[src/rtl/rr_mux_arbiter.sv]
// rr_mux_arbiter: round-robin owner of a shared multi-way mux select.
// Issues a registered one-hot grant, drives the mux S lines with the
// owner's index, and bounds how long one owner may keep the mux while
// other requesters are waiting.
module rr_mux_arbiter #(
  parameter int SEL_W    = 4,
  parameter int MAX_HOLD = 8
) (
  input  logic                  clk,
  input  logic                  rst,
  input  logic [2**SEL_W-1:0]   req,
  output logic [2**SEL_W-1:0]   gnt,
  output logic [SEL_W-1:0]      sel,
  output logic                  busy
);

  localparam int NUM_REQ = 2**SEL_W;
  // Hold counter must represent 0..MAX_HOLD; keep at least one bit when unlimited.
  localparam int HOLD_W  = (MAX_HOLD > 0) ? $clog2(MAX_HOLD + 1) : 1;
  localparam logic [HOLD_W-1:0] HOLD_ONE = HOLD_W'(1'b1);
  localparam logic [HOLD_W-1:0] HOLD_MAX = HOLD_W'(MAX_HOLD);
  localparam logic [HOLD_W-1:0] HOLD_ZERO = {HOLD_W{1'b0}};
  localparam logic [NUM_REQ-1:0] REQ_ZERO = {NUM_REQ{1'b0}};

  typedef enum logic {
    IDLE  = 1'b0,
    GRANT = 1'b1
  } state_t;

  state_t              state_r, state_s;
  logic [NUM_REQ-1:0]  gnt_r, gnt_s;
  logic [SEL_W-1:0]    sel_r, sel_s;
  logic [SEL_W-1:0]    last_r, last_s;
  logic [HOLD_W-1:0]   hold_r, hold_s;
  logic                busy_r;
  logic [NUM_REQ-1:0]  others_s;
  logic [SEL_W-1:0]    win_req_s;
  logic [SEL_W-1:0]    win_oth_s;

  // One-hot decode of a requester index.
  function automatic logic [NUM_REQ-1:0] onehot(input logic [SEL_W-1:0] idx);
    logic [NUM_REQ-1:0] v;
    v      = REQ_ZERO;
    v[idx] = 1'b1;
    return v;
  endfunction

  // First set bit of cand, scanning upward from (last+1) with wrap.
  // Scanning from the far end lets the nearest candidate overwrite the rest.
  function automatic logic [SEL_W-1:0] rr_search(input logic [NUM_REQ-1:0] cand,
                                                 input logic [SEL_W-1:0]   last);
    logic [SEL_W-1:0] win;
    logic [SEL_W-1:0] idx;
    win = last;
    for (int i = NUM_REQ; i >= 1; i--) begin
      idx = last + SEL_W'(i);
      win = cand[idx] ? idx : win;
    end
    return win;
  endfunction

  assign others_s  = req & ~onehot(sel_r);
  assign win_req_s = rr_search(req, last_r);
  assign win_oth_s = rr_search(others_s, last_r);

  // Next-state and next-output decision for the grant FSM.
  always_comb begin
    state_s = state_r;
    gnt_s   = gnt_r;
    sel_s   = sel_r;
    last_s  = last_r;
    hold_s  = hold_r;
    case (state_r)
      IDLE: begin
        if (req != REQ_ZERO) begin
          state_s = GRANT;
          gnt_s   = onehot(win_req_s);
          sel_s   = win_req_s;
          last_s  = win_req_s;
          hold_s  = HOLD_ONE;
        end else begin
          state_s = IDLE;
        end
      end
      GRANT: begin
        if (!req[sel_r]) begin
          // Owner released: hand off without a bubble, or fall idle.
          if (others_s != REQ_ZERO) begin
            gnt_s  = onehot(win_oth_s);
            sel_s  = win_oth_s;
            last_s = win_oth_s;
            hold_s = HOLD_ONE;
          end else begin
            state_s = IDLE;
            gnt_s   = REQ_ZERO;
            hold_s  = HOLD_ZERO;
          end
        end else if ((MAX_HOLD != 0) && (hold_r == HOLD_MAX) && (others_s != REQ_ZERO)) begin
          // Owner used its full slot while others wait: force the handoff.
          gnt_s  = onehot(win_oth_s);
          sel_s  = win_oth_s;
          last_s = win_oth_s;
          hold_s = HOLD_ONE;
        end else if (hold_r < HOLD_MAX) begin
          hold_s = hold_r + HOLD_ONE;
        end else begin
          hold_s = hold_r;
        end
      end
      default: begin
        state_s = IDLE;
        gnt_s   = REQ_ZERO;
        hold_s  = HOLD_ZERO;
      end
    endcase
  end

  // State and output registers with synchronous reset.
  always_ff @(posedge clk) begin
    if (rst) begin
      state_r <= IDLE;
      gnt_r   <= REQ_ZERO;
      sel_r   <= {SEL_W{1'b0}};
      last_r  <= {SEL_W{1'b1}};
      hold_r  <= HOLD_ZERO;
      busy_r  <= 1'b0;
    end else begin
      state_r <= state_s;
      gnt_r   <= gnt_s;
      sel_r   <= sel_s;
      last_r  <= last_s;
      hold_r  <= hold_s;
      busy_r  <= |gnt_s;
    end
  end

  assign gnt  = gnt_r;
  assign sel  = sel_r;
  assign busy = busy_r;

endmodule

[config.mk]
export PLATFORM = sky130hd
export DESIGN_NAME = rr_mux_arbiter
export DESIGN_NICKNAME = d
export VERILOG_FILES = /design/src/rtl/rr_mux_arbiter.sv
export SDC_FILE = /design/constraint.sdc
export NUM_CORES = 1
export LEC_CHECK = 0
export BUFFER_PORTS_ARGS = -buffer_cell sky130_fd_sc_hd__buf_2
export CORE_MARGIN = 5
export CORE_UTILIZATION = 55
export CTS_CLUSTER_DIAMETER = 200
export DETAILED_ROUTE_END_ITERATION = 12
export PLACE_DENSITY = 0.78
export SKIP_CTS_REPAIR_TIMING = 1
export SLEW_MARGIN = 10
export SYNTH_ARGS = -nofsm -noshare
export SYNTH_HDL_FRONTEND = slang
export SYNTH_SLANG_ARGS = --single-unit
[constraint.sdc]
create_clock -name clk -period 13.3 [get_ports clk]
set_input_delay 1.995 -clock clk [delete_from_list [all_inputs] [get_ports clk]]
set_output_delay 1.995 -clock clk [all_outputs]
set_load 0.02 [all_outputs]
==> impl_metrics.csv <==
group,metric,value,unit
status,outcome,"complete, no violations",
setup_path,setup.worst_path.start_class,"flop",
setup_path,crit_chain,"inv_1 -> buf_4 -> ha_2 -> buf_4 -> inv_1 -> o32a_1 -> a22o_1 -> nor3_1 -> nor2_1 -> a311o_1 -> and4_1 -> nor3_2 -> nor2_1 -> a221o_1 -> a2111oi_0 -> a31oi_1",
clocking,cts.htree.levels,2,
floorplanning,die_area,15500,µm²
synth,synth-edff-count,0,
synth,synth_commonest_cells,"nand2_1, nor2_1, mux2i_1",
final_layout,stdcell_area,7530,µm²
floorplanning,io_pins,39,
synth,synth_area_leaders,"mux4_2, mux2i_1, dfxtp_1",
place,globalplace.congestion,0.984,
final_layout,drive_gt1_share,18.2,%
sta,worstMarginPinSlew,1.12,ns
floorplanning,core,12700,µm²
floorplanning,die_width,124,µm
sta,finalCritPeriodShare,48.2,%
floorplanning,rows,41,
clocking,clk_latency,0.28,ns
global_routing,grt_first_pass_wirelength,41.4,mm
drt,wirelength,26.0,mm
setup_path,end_kind,"flop",
final_layout,n_antenna_cell,0,
clocking,cts.clk_slew.worst_paths,0.05,ns
clocking,clock_sinks,30,
floorplanning,initial_core_util,56.7,%
place,placed_cell_area,7360,µm²
drt,via_per_inst,7.54,
drt,drcViolationCount,0,
drt,drtIter0Drc,1653,
synth,yosysSeqAreaShare,8.33,%
sta,hold_viol,0,
setup_path,cp_top_family,"compound AO/OA/AOI/OAI gates",
drt,vias,8102,
setup_path,crit_buf_inv,4,
sta,fin_worst_skew,0.00594,ns
sta,tns,0,ns
sta,drv_slew,0,
drt,drt_pre_antenna_iters,7,
synth,yosysWarnings,0,
job,drv_cap,0,
global_routing,track_usage,32.2,%
setup_path,worstPathArrival,6.55,ns
global_routing,antenna_found_initial,0,
clocking,cts_tree,"yes",
drt,ant_nets,0,
final_layout,fin_nets,928,
setup_path,cpMaxStageDelayCell,"buf_4",
sta,period_minus_slack,6.40,ns
sta,max_freq,156,MHz
setup_path,cp_slowest_stage_delay,0.65,ns
synth,syn_area_per_cell,7.81,µm²
synth,yosysMostFrequentCell,"nand2_1",
synth,synth_cells,923,
sta,slew_headroom,25.0,%
setup_path,crit_path_max_fanout,70,
place,dp_hpwl,18.6,mm
clocking,numCtsBuffers,5,
synth,synth-async-reset-ratio,0,%
setup_path,worstPathRequired,13.44,ns
clocking,clk_path_buf_depth,2,
synth,ys_types,104,
setup_path,crit_type,"reg2reg",
synth,yosys.area.top_type,"mux4_2",
global_routing,grt_overflow_total,0,
synth,syn_nets,950,
sta,final-setup-viol-count,0,
clocking,root_buffer,"clkbuf_16",
sta,grt_setup_unrepaired,"no",
min_path,hp-class,"reg2reg",
synth,syn_area,7210,µm²
final_layout,area_growth,4.44,%
synth,ys_seq_elements,30,
synth,synth-main-ff-cell,"dfxtp_1",
floorplanning,die_h,124,µm
drt,wl_per_cell,24.2,µm
place,io_buffers,38,
global_routing,grt_pass1_vias,7497,
synth,netlist.area_leader.share,11.2,%
global_routing,grt_max_degree,71,
[path summary, 6_finish.rpt]
path	from	to	slack, ns	depth (start not counted)
worst max register to register	last_r[1]$_SDFFE_PP1P_	busy$_SDFF_PP0_	6.90	16
worst min-delay path	gnt[12]$_SDFF_PP0_	gnt[12]$_SDFF_PP0_	0.46	2
worst max-delay path	last_r[1]$_SDFFE_PP1P_	busy$_SDFF_PP0_	6.90	16
worst min register to register	gnt[12]$_SDFF_PP0_	gnt[12]$_SDFF_PP0_	0.46	2
[flip-flops by register name, summed over array words and instances, names as in the netlist]
signal / count
gnt: 16
last_r: 4
sel: 4
hold_r: 4
state_r: 1
busy: 1
[worst min-delay path, stage by stage, from the launching register on]
cell and delay [ns]:
dfxtp_1 0.31, nand2_1 0.05, a21oi_1 0.05
[cell type report]
class                           instances  area [µm²]
Clock buffer                            5         125
Timing Repair Buffer                   54         310
Clock inverter                          3        40.0
Multi-Input combinational cell        787        6150
Fill cell                            1219        5190
Sequential cell                        30         604
Inverter                               23        86.3
Tap cell                              172         215
[stage by stage]
| stage | instances | util (%) | worst slack (ns) | hold WS [ns] |
|---|---|---|---|---|
| after detailed placement | 1066 | 57.9 | 7.14 | 0.454 |
| after global placement | 1066 | 57.9 | 7.13 | 0.454 |
| after global routing | 1074 | 59.2 | 6.58 | 0.485 |
| after floorplan | 923 | - | 8.09 | 0.501 |
| after CTS | 1074 | 59.2 | 7.11 | 0.464 |
| final | 1074 | 59.2 | 6.90 | 0.464 |
[logic make-up after synthesis]
| group | share of synthesized area [%] |
|---|---|
| flip-flops | 8.33 |
| adder cells (fa/ha/maj) | 1.56 |
| XOR/XNOR | 2.05 |
| buffers and inverters | 6.42 |
| AO/OA/AOI/OAI | 29.3 |
| AND/OR/NAND/NOR | 27.5 |
| multiplexers | 24.8 |
[metal layers]
metal | vias up | GRT usage (%) | wire length [µm]
met5 | - | 0 | 0
met4 | 0 | 15.0 | 1270
met3 | 98 | 6.22 | 3180
met2 | 606 | 49.9 | 11500
met1 | 3771 | 43.2 | 10100
li1 | 3627 | - | -
[layout by cell type, fill, tap and decap left out, types with 22 or more instances in the layout]
| cell type | n |
|---|---|
| mux4_2 | 36 |
| nor2_1 | 73 |
| dfxtp_1 | 27 |
| mux2i_1 | 67 |
| nand2b_1 | 33 |
| mux2_2 | 25 |
| a21oi_1 | 38 |
| nand3_1 | 30 |
| nand2_1 | 89 |
| nor3_1 | 28 |
| inv_1 | 22 |
| buf_2 | 38 |
Power is not shown: default switching activity piles up to over one toggle a cycle in this logic, so the estimate is an artifact.
